===== config.mk =====
export PLATFORM = sky130hd
export DESIGN_NAME = bcd_field_counter
export DESIGN_NICKNAME = d
export VERILOG_FILES = /design/src/rtl/bcd_field_counter.sv
export SDC_FILE = /design/constraint.sdc
export NUM_CORES = 1
export LEC_CHECK = 0
export BUFFER_PORTS_ARGS = -buffer_cell sky130_fd_sc_hd__buf_2
export CAP_MARGIN = 20
export CORE_ASPECT_RATIO = 1.1
export CORE_UTILIZATION = 45
export DETAILED_ROUTE_END_ITERATION = 10
export PLACE_DENSITY = 0.67
export SYNTH_ARGS = -nofsm -noshare
export SYNTH_HDL_FRONTEND = slang
export SYNTH_SLANG_ARGS = --single-unit

===== constraint.sdc =====
create_clock -name clk_i -period 4.4 [get_ports clk_i]
set_input_delay 1.1 -clock clk_i [delete_from_list [all_inputs] [get_ports clk_i]]
set_output_delay 1.1 -clock clk_i [all_outputs]
set_load 0.01 [all_outputs]

===== src/rtl/bcd_field_counter.sv =====
// Multi-digit BCD time/date field counter with up/down count, runtime max, checked load and optional clamp.
// Latency: value_o/load_err_o register in 1 cycle, ovf_o/unf_o/at_*_o are combinational; backpressure: none.
module bcd_field_counter #(
    parameter int DIGITS = 2,
    parameter int MIN    = 0,
    parameter int MAX    = 59,
    parameter int CLAMP  = 0,
    localparam int WIDTH = 4*DIGITS
) (
    input  logic             clk_i,
    input  logic             rst_i,
    input  logic             inc_i,
    input  logic             dec_i,
    output logic             ovf_o,
    output logic             unf_o,
    input  logic             dyn_max_en_i,
    input  logic [WIDTH-1:0] max_i,
    input  logic             load_i,
    input  logic [WIDTH-1:0] load_value_i,
    output logic             load_err_o,
    output logic [WIDTH-1:0] value_o,
    output logic             at_max_o,
    output logic             at_min_o
);

    function automatic logic [WIDTH-1:0] to_bcd(input int n);
        logic [WIDTH-1:0] r;
        int               v;
        r = '0;
        v = n;
        for (int i = 0; i < DIGITS; i++) begin
            r[4*i +: 4] = 4'(v % 10);
            v           = v / 10;
        end
        return r;
    endfunction

    function automatic logic bcd_ok(input logic [WIDTH-1:0] v);
        logic ok;
        ok = 1'b1;
        for (int i = 0; i < DIGITS; i++) begin
            if (v[4*i +: 4] > 4'd9) ok = 1'b0;
        end
        return ok;
    endfunction

    // Compare through a function so constant MIN = 0 does not trip unsigned-compare lint.
    function automatic logic ge(input logic [WIDTH-1:0] a, input logic [WIDTH-1:0] b);
        return a >= b;
    endfunction

    function automatic logic [WIDTH-1:0] bcd_inc(input logic [WIDTH-1:0] v);
        logic [WIDTH-1:0] r;
        logic             carry;
        r     = v;
        carry = 1'b1;
        for (int i = 0; i < DIGITS; i++) begin
            if (carry) begin
                if (v[4*i +: 4] == 4'd9) begin
                    r[4*i +: 4] = 4'd0;
                end else begin
                    r[4*i +: 4] = v[4*i +: 4] + 4'd1;
                    carry       = 1'b0;
                end
            end
        end
        return r;
    endfunction

    function automatic logic [WIDTH-1:0] bcd_dec(input logic [WIDTH-1:0] v);
        logic [WIDTH-1:0] r;
        logic             borrow;
        r      = v;
        borrow = 1'b1;
        for (int i = 0; i < DIGITS; i++) begin
            if (borrow) begin
                if (v[4*i +: 4] == 4'd0) begin
                    r[4*i +: 4] = 4'd9;
                end else begin
                    r[4*i +: 4] = v[4*i +: 4] - 4'd1;
                    borrow      = 1'b0;
                end
            end
        end
        return r;
    endfunction

    localparam logic [WIDTH-1:0] MIN_BCD = to_bcd(MIN);
    localparam logic [WIDTH-1:0] MAX_BCD = to_bcd(MAX);

    logic [WIDTH-1:0] value_q, value_d;
    logic             load_err_q, load_err_d;
    logic [WIDTH-1:0] emax;
    logic             dyn_max_ok;
    logic             load_ok;
    logic             step_up;
    logic             step_dn;

    // A malformed or below-MIN runtime max falls back to the static MAX.
    assign dyn_max_ok = dyn_max_en_i && bcd_ok(max_i) && ge(max_i, MIN_BCD);
    assign emax       = (dyn_max_ok && !ge(max_i, MAX_BCD)) ? max_i : MAX_BCD;

    assign at_max_o = ge(value_q, emax);
    assign at_min_o = ge(MIN_BCD, value_q);

    assign step_up = inc_i && !dec_i && !load_i;
    assign step_dn = dec_i && !inc_i && !load_i;
    assign ovf_o   = step_up && at_max_o;
    assign unf_o   = step_dn && at_min_o;

    assign load_ok = bcd_ok(load_value_i) && ge(load_value_i, MIN_BCD) && ge(emax, load_value_i);

    always_comb begin
        value_d    = value_q;
        load_err_d = 1'b0;
        if (load_i) begin
            if (load_ok) begin
                value_d = load_value_i;
            end else begin
                load_err_d = 1'b1;
            end
        end else if (step_up) begin
            value_d = at_max_o ? MIN_BCD : bcd_inc(value_q);
        end else if (step_dn) begin
            value_d = at_min_o ? emax : bcd_dec(value_q);
        end else if ((CLAMP != 0) && !ge(emax, value_q)) begin
            value_d = emax;
        end
    end

    always_ff @(posedge clk_i) begin
        if (rst_i) begin
            value_q    <= MIN_BCD;
            load_err_q <= 1'b0;
        end else begin
            value_q    <= value_d;
            load_err_q <= load_err_d;
        end
    end

    assign value_o    = value_q;
    assign load_err_o = load_err_q;

endmodule


# [Yosys cells after proc, flatten, opt, wreduce, memory -nomap -nowiden]
# Index checks and enable logic that the tools add are counted.
[totals] n_memories=0 reg_bits=9 rom_bits=0 ram_bits=0 latchBits=0 wordCells=69
[op_classes] n_eq_ne=4 shift=0 n_reduce_logical=22 mul=0 addsub=4 order_cmp=10 mux=25 div_mod_pow=0 bitwise_logic=1
[ops] cell="$mux W8" count=7
[ops] cell="$mux W4" count=6
[ops] cell="$ge A8 B1 Y1 const B" count=2
[ops] cell="$ge A8 B8 Y1" count=2
[ops] cell="$gt A4 B4 Y1 const B" count=4
[ops] cell="$mux W1" count=12
[ops] cell="$logic_and A1 B1 Y1" count=11
[ops] cell="$add A4 B1 Y4 const B" count=2
[ops] cell="$eq A4 B4 Y1 const B" count=2
[ops] cell="$ge A1 B8 Y1 const A" count=1
[ops] cell="$ge A8 B7 Y1 const B" count=1
[ops] cell="$logic_not A4 Y1" count=2
[ops] cell="$sub A4 B1 Y4 const B" count=2
[ops] cell="$logic_not A1 Y1" count=4
[ops] cell="$ne A4 B3 Y1 const B" count=1
[ops] cell="$reduce_and A4 Y1" count=1
[ops] cell="$reduce_bool A4 Y1" count=1
[ops] cell="$reduce_bool A3 Y1" count=1
[ops] cell="$ne A2 B1 Y1 const B" count=1
[ops] cell="$reduce_and A2 Y1" count=1
[ops] cell="$reduce_or A2 Y1" count=1
[ops] cell="$not A1 Y1" count=1

# [Depth between registers and ports, before layout]
[logic_depth] word_depth=11 depth_mapped=13

# [Worst setup path before layout]
# Ideal clock, no wire load.
[synth_path] path_type="input port to output port" start="input max_i[2]" end="output ovf_o" path_slack_ns=0.250 n_path_buf=0 t_arrival_ns=3.050 t_required_ns=3.300 path_stages=11 path_cell_list="o21ai_1 -> nand2_1 -> nor3b_1 -> inv_1 -> ha_1 -> nand2b_4 -> a2111oi_4 -> o31ai_1 -> a31o_2 -> nand2_1 -> nor2_1"
[synth_via] elab_chain_cells=9 elab_cells_between_ends=12 classes_between="4 x order compare; 3 x mux; 5 x reduce/logical"
[synth_lines] item="start: declaration" line="17" source="input logic [WIDTH-1:0] max_i,"
[synth_lines] item="$gt A4 B4 Y1" line="42" source="if (v[4*i +: 4] > 4'd9) ok = 1'b0;"
[synth_lines] item="$mux W1 (2 in series)" line="42"
[synth_lines] item="$logic_and A1 B1 Y1 (2 in series)" line="100" source="assign dyn_max_ok = dyn_max_en_i && bcd_ok(max_i) && ge(max_i, MIN_BCD);"
[synth_lines] item="$logic_and A1 B1 Y1" line="101" source="assign emax = (dyn_max_ok && !ge(max_i, MAX_BCD)) ? max_i : MAX_BCD;"
[synth_lines] item="$mux W8 *" line="101"
[synth_lines] item="$ge A8 B8 Y1 *" line="49" source="return a >= b;"
[synth_lines] item="$logic_and A1 B1 Y1 *" line="108" source="assign ovf_o = step_up && at_max_o;"
[synth_lines] item="end: declaration" line="14" source="output logic ovf_o,"
# Every way passes the cells marked *; elsewhere a longest branch is shown, timed or not.

# [Worst setup path in the final report]
[layout_path] start="input max_i[7]" end="output ovf_o"
[layout_via] elab_chain_cells=8 elab_cells_between_ends=11 classes_between="4 x order compare; 2 x mux; 5 x reduce/logical"
[layout_lines] item="$gt A4 B4 Y1" line="42"
[layout_lines] item="$mux W1" line="42"
[layout_lines] item="$logic_and A1 B1 Y1 (2 in series)" line="100"
[layout_lines] item="$logic_and A1 B1 Y1" line="101"
[layout_lines] item="$mux W8 *" line="101"
[layout_lines] item="$ge A8 B8 Y1 *" line="49"
[layout_lines] item="$logic_and A1 B1 Y1 *" line="108"
# Marked as above.

==> key figures <==
Status
  – Status: completed

Synth
  – Synth Flop Type: dfxtp_1
  – Post-Synth Adder-Cell Area: between 10% and 20%
  – Number of synthesized flops with an enable pin: 0
  – Multiplexer area fraction after synthesis: around 1.4%
  – Post-Syn Area per Cell: between 7 and 8 sq um
  – Simple-gate share of the synthesized area: between 20% and 30%
  – Largest family of logic cells by synthesized area: compound AO/OA/AOI/OAI gates
  – Sequential share of the synthesized area: 12.8%
  – Asr flop ratio synth: 0%
  – Mapped cell area: about 1400 sq um
  – Synthesis-stage register bit count: 9
  – Synth cell types: ~50
  – Net count after synthesis: ~240
  – Ys Warns: 0
  – Compound-Gate Fraction of Synth Area: about a third
  – XOR/XNOR Fraction of Synth Area: under 10%
  – Cells after Synth: slightly below 200

Placed design
  – Placer Congestion: ~0.94
  – Post-DP Area: about 1700 sq um
  – DP HPWL: about 3200 microns
  – PortBufs: 34

Setup path
  – Peak fanout along the critical path: 3
  – Worst setup EP type: output port
  – CP required: between 3 and 4 ns
  – R2r setup slk: 1.73 ns
  – Crit path DAT: about 3.2 ns
  – CP startpoint kind: input pin
  – Critical path class: input pin to output port

Floorplanning
  – Core area: 2880 sq um
  – Starting Density: approximately half
  – Cell Rows: 20
  – Die Ht: 60.7 microns
  – Die width: 55.4 microns
  – Top-Level Pins: 35
  – Die area: roughly 3400 sq um

Power
  – Pleak: roughly 0.00086 uW
  – Worst ir drop on vdd: 0.252 mV
  – Pwr/cell area: ~220 nW/um^2

Clock network
  – Clock sinks: 9
  – Clock tree from TritonCTS: yes
  – H-tree depth: 1
  – Clock transition at path regs: 0.07 ns
  – Clock tree root buffer cell: clkbuf_4
  – Worst skew pair latency: 0.29 ns
  – Clock buffer depth: 2
  – Cts bufs inserted: 3

Layout
  – Area Growth Syn to Fin: 24.5%
  – Post-Layout Inst Area: approximately 1800 sq um
  – Commonest non-fill, non-tap cell in the layout: buf_2
  – Fin util: between 60% and 70%
  – Most frequent cells in the layout: buf_2 (32), inv_1 (20), ha_1 (20), nand2_1 (19)
  – Nets: around 280
  – Layout cell share with drive strength beyond 1: around 28%
  – Total area of sequential cells: approximately 180 sq um
  – # fillers: ~280
  – Multi-input logic area: about 1200 sq um
  – Ant diodes: 0

Drt
  – First-pass DRT Iterations: 4
  – Number of vias per cell: roughly 6.1
  – Final WL: between 4000 and 5000 microns
  – Post-route ant nets: 0
  – DR DRC count: 0
  – Initial DRC count: 89
  – Detailed-route wire length per cell: 15.2 microns
  – Total vias in the final route: 1,658

STA
  – Slew Limit Headroom: a little under 60%
  – Fin. max-slew vios: 0
  – Setup TNS: 0 ns
  – Final worst-path cycle share: between 90 and 100%
  – Crit path time final: 4.28 ns
  – Finish-stage setup viols: 0
  – F_max: roughly 230 MHz
  – Clk_skew: 0.00639 ns
  – Worst-margin pin slew: a little over 0.6 ns
  – Endpoints failing hold: 0

Global routing
  – Vias in the first global route: around 1,500
  – First-pass GRT wire length: roughly 6700 microns
  – Grt ovf: 0
  – Largest net degree at the start of global routing: 17
  – Initial antenna violation count: 0
  – Tot GR Track Use: 25.4%

Hold path
  – Class of the worst hold path: register to register

Flow run
  – Max-cap check violation count: 0
## synthesized netlist by cell type, types with 3 or more instances
cell      instances  area share (%)
nor2b_1           6             2.7
nand2b_1          3             1.3
a221oi_1          3             1.9
dfxtp_1           9              13
a21oi_1          15             5.3
o21ai_0          14             5.0
o21bai_1          4             2.1
a211oi_1          4             2.1
nand3b_1          3             1.6
nand2_1          21             5.6
nor2_1           14             3.7
ha_1             20              18
nand3_1           7             2.5
inv_1            20             5.3
a31oi_1           3             1.3
## flip-flops by register name, summed over array words and instances (netlist names)
register	count
load_err_o	1
value_o	8
## path summary, 6_finish.rpt
kind / start / endpoint / depth (start not counted)
max: max_i[7] / ovf_o / 13
max reg2reg: value_o[0] / value_o[0] / 10
min: value_o[7] / value_o[7] / 2
min reg2reg: value_o[7] / value_o[7] / 2
## cell families after synthesis
kind of cell,after synthesis
adders and majority gates,20
and+or+nand+nor,70
AOI/OAI and AO/OA,67
DFF,9
other,2
buffers and inverters,23
muxes,2
xor gates and xnor gates,2
## where the power goes
part,internal [uW],switching (uW)
clock,33.9,38.0
sequential,90.0,16.8
combinational,91.7,120
## what timing repair did
action	4_1_cts	5_1_grt
setup buffers	0	3
hold buffers	0	0
gates cloned	0	0
endpoints found under the setup margin	1	2
gates resized for setup	1	11
pin swaps	0	9
## worst max-delay path, stage by stage
cell,delay [ns]
buf_2,0.10
nor2b_2,0.15
nand2_2,0.10
nor3b_2,0.23
inv_1,0.07
ha_1,0.29
nand2b_4,0.15
a2111oi_4,0.35
o21ai_2,0.09
a31o_2,0.26
nand2_2,0.10
nor2_1,0.04
buf_2,0.14
## cell type report
class / count / area share (%)
Multi-Input combinational cell: 163 / 66.9
Timing Repair Buffer: 44 / 14.7
Sequential cell: 9 / 10.3
Inverter: 20 / 4.28
Tap cell: 33 / 2.35
Clock buffer: 3 / 1.28
Clock inverter: 1 / 0.285
## routing by layer
layer | wire length (microns) | global-route usage, % | vias up
li1 | - | - | 809
met1 | 1890 | 32.0 | 766
met2 | 1870 | 43.7 | 74
met3 | 277 | 1.92 | 9
met4 | 116 | 14.6 | 0
met5 | 0 | 0 | -
## through the flow
step	hold WS (ns)	instances	worst slack [ns]	total power, uW
floorplan	0.572	195	0.250	243
global placement	0.583	266	0.0549	301
detailed placement	0.595	266	0.00458	308
CTS	0.609	270	0.0426	380
global route	0.640	273	-0.0353	417
finish	0.603	273	0.116	390
No activity file was read; power rests on OpenSTA's default activity.
